`config.mk`:
```
export PLATFORM = sky130hd
export DESIGN_NAME = alu_cmd_sequencer
export DESIGN_NICKNAME = d
export VERILOG_FILES = /design/src/rtl/alu_cmd_sequencer.sv
export SDC_FILE = /design/constraint.sdc
export NUM_CORES = 1
export LEC_CHECK = 0
export ABC_AREA = 1
export CORE_MARGIN = 8
export CORE_UTILIZATION = 45
export CTS_BUF_LIST = sky130_fd_sc_hd__clkbuf_4 sky130_fd_sc_hd__clkbuf_8
export DETAILED_ROUTE_END_ITERATION = 8
export PLACE_DENSITY = 0.82
export SLEW_MARGIN = 20
export SYNTH_ARGS = -nofsm -noshare
export SYNTH_HDL_FRONTEND = slang
export SYNTH_SLANG_ARGS = --single-unit
```
`constraint.sdc`:
```
create_clock -name clk -period 1.87 [get_ports clk]
set_input_delay 0.4675 -clock clk [delete_from_list [all_inputs] [get_ports clk]]
set_output_delay 0.4675 -clock clk [all_outputs]
set_load 0.02 [all_outputs]
```
`src/rtl/alu_cmd_sequencer.sv`:
```
// alu_cmd_sequencer: queues ALU commands in a small FIFO, issues them one at a
// time to a downstream ALU, waits for its result (or gives up after a bounded
// number of cycles) and presents exactly one response per issued command.
module alu_cmd_sequencer #(
  parameter int N       = 4,
  parameter int DEPTH   = 4,
  parameter int TIMEOUT = 16
) (
  input  logic                           clk,
  input  logic                           rst,
  input  logic                           cmd_valid,
  output logic                           cmd_ready,
  input  logic [2:0]                     cmd_op,
  input  logic signed [N-1:0]            cmd_a,
  input  logic signed [N-1:0]            cmd_b,
  output logic [2:0]                     alu_op,
  output logic [N-1:0]                   alu_a,
  output logic [N-1:0]                   alu_b,
  input  logic signed [2*N-1:0]          alu_result,
  input  logic                           alu_valid,
  output logic                           rsp_valid,
  input  logic                           rsp_ready,
  output logic signed [2*N-1:0]          rsp_result,
  output logic [2:0]                     rsp_op,
  output logic                           rsp_timeout,
  output logic                           busy,
  output logic [$clog2(DEPTH+1)-1:0]     count
);

  localparam int CW = $clog2(DEPTH + 1);
  localparam int PW = $clog2(DEPTH);
  localparam int TW = (TIMEOUT > 1) ? $clog2(TIMEOUT) : 1;
  localparam logic [TW-1:0] TIMER_LAST = TW'(TIMEOUT - 1);
  localparam logic [CW-1:0] FULL_COUNT = CW'(DEPTH);

  typedef enum logic [1:0] {IDLE, ISSUE, WAIT, RESP} state_t;

  state_t        state;
  state_t        next_state;

  logic [2:0]    fifo_op [DEPTH];
  logic [N-1:0]  fifo_a  [DEPTH];
  logic [N-1:0]  fifo_b  [DEPTH];
  logic [PW-1:0] wr_ptr;
  logic [PW-1:0] rd_ptr;
  logic [TW-1:0] timer;

  logic push;
  logic pop;
  logic capture_ok;
  logic capture_to;
  logic timer_clr;
  logic timer_inc;

  // Acceptance depends only on the registered occupancy, never on a same-cycle pop.
  assign cmd_ready = (count < FULL_COUNT);
  assign push      = cmd_valid && cmd_ready;
  assign busy      = (state != IDLE);
  assign rsp_valid = (state == RESP);

  // State register.
  always_ff @(posedge clk or negedge rst) begin
    if (!rst) begin
      state <= IDLE;
    end else begin
      state <= next_state;
    end
  end

  // Next-state and control decode; ISSUE deliberately ignores alu_valid so a stale valid from the previous op cannot be captured.
  always_comb begin
    next_state = state;
    pop        = 1'b0;
    capture_ok = 1'b0;
    capture_to = 1'b0;
    timer_clr  = 1'b0;
    timer_inc  = 1'b0;
    case (state)
      IDLE: begin
        if (count != '0) begin
          pop        = 1'b1;
          next_state = ISSUE;
        end
      end
      ISSUE: begin
        timer_clr  = 1'b1;
        next_state = WAIT;
      end
      WAIT: begin
        if (alu_valid) begin
          capture_ok = 1'b1;
          next_state = RESP;
        end else if (timer == TIMER_LAST) begin
          capture_to = 1'b1;
          next_state = RESP;
        end else begin
          timer_inc = 1'b1;
        end
      end
      RESP: begin
        if (rsp_ready) begin
          next_state = IDLE;
        end
      end
      default: next_state = IDLE;
    endcase
  end

  // FIFO storage; entries need no reset because only slots counted by count are ever read.
  always_ff @(posedge clk) begin
    if (push) begin
      fifo_op[wr_ptr] <= cmd_op;
      fifo_a[wr_ptr]  <= cmd_a;
      fifo_b[wr_ptr]  <= cmd_b;
    end
  end

  // Pointers wrap naturally at DEPTH (a power of two); simultaneous push and pop keep count steady.
  always_ff @(posedge clk or negedge rst) begin
    if (!rst) begin
      wr_ptr <= '0;
      rd_ptr <= '0;
      count  <= '0;
    end else begin
      if (push) begin
        wr_ptr <= wr_ptr + 1'b1;
      end
      if (pop) begin
        rd_ptr <= rd_ptr + 1'b1;
      end
      if (push && !pop) begin
        count <= count + 1'b1;
      end else if (pop && !push) begin
        count <= count - 1'b1;
      end
    end
  end

  // ALU operand registers change only when a command is popped and hold otherwise.
  always_ff @(posedge clk or negedge rst) begin
    if (!rst) begin
      alu_op <= '0;
      alu_a  <= '0;
      alu_b  <= '0;
    end else if (pop) begin
      alu_op <= fifo_op[rd_ptr];
      alu_a  <= fifo_a[rd_ptr];
      alu_b  <= fifo_b[rd_ptr];
    end
  end

  // WAIT cycle counter, restarted for every issued command.
  always_ff @(posedge clk or negedge rst) begin
    if (!rst) begin
      timer <= '0;
    end else if (timer_clr) begin
      timer <= '0;
    end else if (timer_inc) begin
      timer <= timer + 1'b1;
    end
  end

  // Response registers are loaded once when leaving WAIT and held stable through RESP.
  always_ff @(posedge clk or negedge rst) begin
    if (!rst) begin
      rsp_result  <= '0;
      rsp_op      <= '0;
      rsp_timeout <= 1'b0;
    end else if (capture_ok) begin
      rsp_result  <= alu_result;
      rsp_op      <= alu_op;
      rsp_timeout <= 1'b0;
    end else if (capture_to) begin
      rsp_result  <= '0;
      rsp_op      <= alu_op;
      rsp_timeout <= 1'b1;
    end
  end

endmodule

```
==> flow_summary.rst <==
.. list-table::
   :header-rows: 1

   * - Metric
     - Value
   * - Clock tree from TritonCTS
     - built
   * - Final routed DRC violation total
     - 0
   * - Most frequent cells after synthesis
     - sky130_fd_sc_hd__nand2_1, sky130_fd_sc_hd__edfxtp_1, sky130_fd_sc_hd__inv_1
   * - Initial antenna violation count
     - 0
   * - Status
     - finished clean
   * - Synth area leaders
     - sky130_fd_sc_hd__edfxtp_1, sky130_fd_sc_hd__dfrtp_1, sky130_fd_sc_hd__nand2_1, sky130_fd_sc_hd__inv_1, sky130_fd_sc_hd__nand3_1
   * - Startpoint type of the worst setup path
     - flip-flop
   * - Sequential fraction of the synthesis area
     - around 64%
   * - Drt first pass iters
     - 4
   * - Non-filler instance count after layout
     - 536
   * - R2r startpoint
     - state[0]
   * - Setup crit end kind
     - output pin
   * - CORE AREA
     - 7610 µm²
   * - Post-DR wirelength/cell
     - roughly 14 µm
   * - Worst setup path endpoint
     - alu_op[0]
   * - Detailed placement HPWL
     - roughly 5100 µm
   * - Count of buffers inserted at the top-level ports
     - 52
   * - Worst Setup Path Type
     - flip-flop to output pin
   * - Total GRT Usage
     - 14.4%
   * - Mean instance size in the synthesized netlist
     - a little under 10 µm²
   * - Top-count cell post-synth
     - sky130_fd_sc_hd__nand2_1
   * - Maximum resistive drop on vdd
     - about 0.84 mV
   * - Ys async rst share
     - 45.0%
   * - FF-to-FF path depth
     - 9
   * - Vias
     - between 2000 and 3000
   * - Cells after synthesis
     - 361
   * - FF+latch count, synth
     - 80
   * - Initial detailed-routing violation count
     - 78
   * - Effective utilization at floorplan
     - 45.8%
   * - Net count, final
     - about 460
   * - Buffering stage count on the worst path with inverters included
     - 1
   * - Non-Filler Cell Area, Final
     - around 4400 µm²
   * - Area fraction of the dominant cell type after synthesis
     - 37.9%
   * - Area added between synthesis and finish
     - 27.6%
   * - Total number of cells along the worst setup path
     - 1
   * - Worst-case setup margin in the final layout
     - 0.0524 ns
   * - Cell-by-cell trace of the critical path
     - clkdlybuf4s50_1
   * - Via-to-Cell Ratio
     - 4.77
   * - Hold_ws
     - 0.481 ns
   * - Count of flip-flops with a built-in enable after synthesis
     - 44
   * - Worst slack, placed
     - -0.224 ns
   * - Path type of the worst min-delay path
     - flip-flop to flip-flop
   * - Setup TNS
     - 0 ns
   * - Cell type with the highest aggregate area in the netlist
     - sky130_fd_sc_hd__edfxtp_1
   * - Warning count from the yosys run
     - 0
   * - Crit path max fanout
     - 3
   * - Maximum level of the CTS H-tree
     - 3
   * - Largest buffer count on any clock path
     - 2
   * - Final Max Slew Viols
     - 0
   * - MaxCap Viol Count
     - 0
   * - Root Buffer Master
     - sky130_fd_sc_hd__clkbuf_8
   * - Vias in the first global route
     - about 2700
   * - Post-synth top flop
     - sky130_fd_sc_hd__edfxtp_1
   * - Clk sinks
     - 80
   * - Final global-route overflow total
     - 0
   * - CTS clock-pin slew for the worst setup and hold paths
     - 0.07 ns
   * - Core occupancy in the finished layout
     - 58.4%
   * - Post-synthesis instance area
     - 3480 µm²
   * - Data arrival at the endpoint of the critical path
     - 1.35 ns
   * - FF-to-FF End
     - count[2]
   * - Final weighted congestion in routability-driven placement
     - 0.761
   * - Clock latency of the later-clocked register in the worst-skew pair
     - about 0.35 ns
   * - Wire length reported by the detailed router
     - roughly 7400 µm
   * - Final count of hold timing violations
     - 0
   * - Maximum clock frequency
     - ~550 MHz
   * - Pin count of the biggest net entering global routing
     - 37
   * - Horiz. Die Dim
     - between 100 and 150 µm
   * - Post-route clock skew
     - 0.00766 ns
   * - Wire length of the first global-routing pass
     - 12500 µm
   * - Required time of the critical path
     - ~1.4 ns
   * - Top Ports
     - 53
   * - TritonCTS Buffers
     - 9
   * - Placed insts
     - 519
   * - Final setup fails
     - 0
   * - Leakage dissipation
     - around 2.1 nW
   * - Post-CTS Hold Fix Bufs
     - 0
   * - Fin crit period
     - 1.82 ns
   * - Number of unique standard cell types used by synthesis
     - 22
   * - Die ar.
     - 10800 µm²
   * - Die outline height
     - 104 µm
   * - Areal power density over the cells
     - 1610 nW/µm²
   * - Critical Path Slowest Stage Cell
     - sky130_fd_sc_hd__clkdlybuf4s50_1
   * - Final Total Pwr
     - 7.15 mW
   * - Unrepaired setup endpoints after global routing
     - no
   * - Startpoint of the worst setup timing path
     - alu_op[0]
   * - ANT cells
     - 0
   * - Area of placed instances
     - 4200 µm²
   * - Cell type group with the largest total delay on the critical path
     - buffers and inverters
   * - Number of fill cells in the layout
     - 644
   * - Post-synthesis net count
     - roughly 400
   * - Largest stage delay, worst path
     - 0.62 ns
   * - Slew headroom
     - 73.2%
   * - Detail Route Antenna Nets
     - 0
   * - Final clock period utilization by the worst path
     - a little over nine tenths
   * - Share of post-route cells with drive strength above 1
     - between 10% and 20%
   * - Actual slew at the worst max-slew pin
     - 0.401 ns
   * - Count of standard-cell rows
     - 32
   * - Worst-case register-to-register setup slack
     - 0.10 ns
-- flip-flops by register name (all words and copies together), names as in the netlist, 4 cells and up --
| signal | flops |
|---|---|
| fifo_a | 16 |
| fifo_b | 16 |
| fifo_op | 12 |
| rsp_result | 8 |
| alu_a | 4 |
| alu_b | 4 |
| timer | 4 |
-- kinds of logic (layout without fill, tap and decap cells) --
family	count (synthesis)	count (layout)	share of synthesized area (%)
and+or+nand+nor	203	203	23.2
DFF	80	80	63.8
AOI/OAI and AO/OA	6	6	0.898
adders and majority gates	11	11	4.17
buffers and inverters	57	130	6.86
xor gates and xnor gates	4	4	1.01
-- worst min path at each step --
stage	from	to	slack, ns	depth (start not counted)
global placement	alu_b[0]	alu_b[0]	0.47	2
detailed placement	alu_b[3]	alu_b[3]	0.46	2
finish	alu_b[3]	alu_b[3]	0.48	2
floorplan	rst	alu_a[0]	0.17	0
CTS	rst	alu_op[2]	0.49	2
global route	rst	alu_op[2]	0.50	2
-- cells in the final DEF, fill, tap and decap left out, types with 4 or more instances in the layout --
| cell type | count |
|---|---|
| sky130_fd_sc_hd__nand4_1 | 4 |
| sky130_fd_sc_hd__edfxtp_1 | 44 |
| sky130_fd_sc_hd__ha_1 | 8 |
| sky130_fd_sc_hd__nand3_1 | 28 |
| sky130_fd_sc_hd__buf_4 | 14 |
| sky130_fd_sc_hd__clkdlybuf4s50_1 | 43 |
| sky130_fd_sc_hd__nor2_1 | 8 |
| sky130_fd_sc_hd__inv_1 | 42 |
| sky130_fd_sc_hd__nand2_1 | 161 |
| sky130_fd_sc_hd__dlygate4sd2_1 | 4 |
| sky130_fd_sc_hd__clkbuf_8 | 10 |
| sky130_fd_sc_hd__dfrtp_1 | 33 |
| sky130_fd_sc_hd__dlymetal6s2s_1 | 4 |
-- repair_timing --
item                                    4_1_cts  5_1_grt
setup buffers                                 0        1
endpoints found under the hold margin         0        0
endpoints found under the setup margin        5        5
resized for setup                             8        5
gates cloned                                  0        0
-- metal layers --
layer / track usage, % / vias up / routed length (µm)
li1: - / 1264 / -
met1: 16.4 / 1211 / 3240
met2: 24.0 / 68 / 3560
met3: 4.83 / 13 / 465
met4: 6.31 / 0 / 121
met5: 0 / - / 0
-- area by class of cell --
cell class	count	area, µm²	area share (%)
Timing Repair Buffer	67	646	14.5
Clock inverter	5	80.1	1.80
Inverter	47	179	4.03
Multi-Input combinational cell	224	1040	23.4
Sequential cell	80	2230	50.1
Tap cell	102	128	2.87
Clock buffer	11	145	3.27
-- report_power, final --
part	total, mW	switching [mW]	internal (mW)
registers	2.67	0.288	2.38
clock network	1.41	0.610	0.801
logic	3.07	1.86	1.21
No activity file was read; power rests on OpenSTA's default activity.
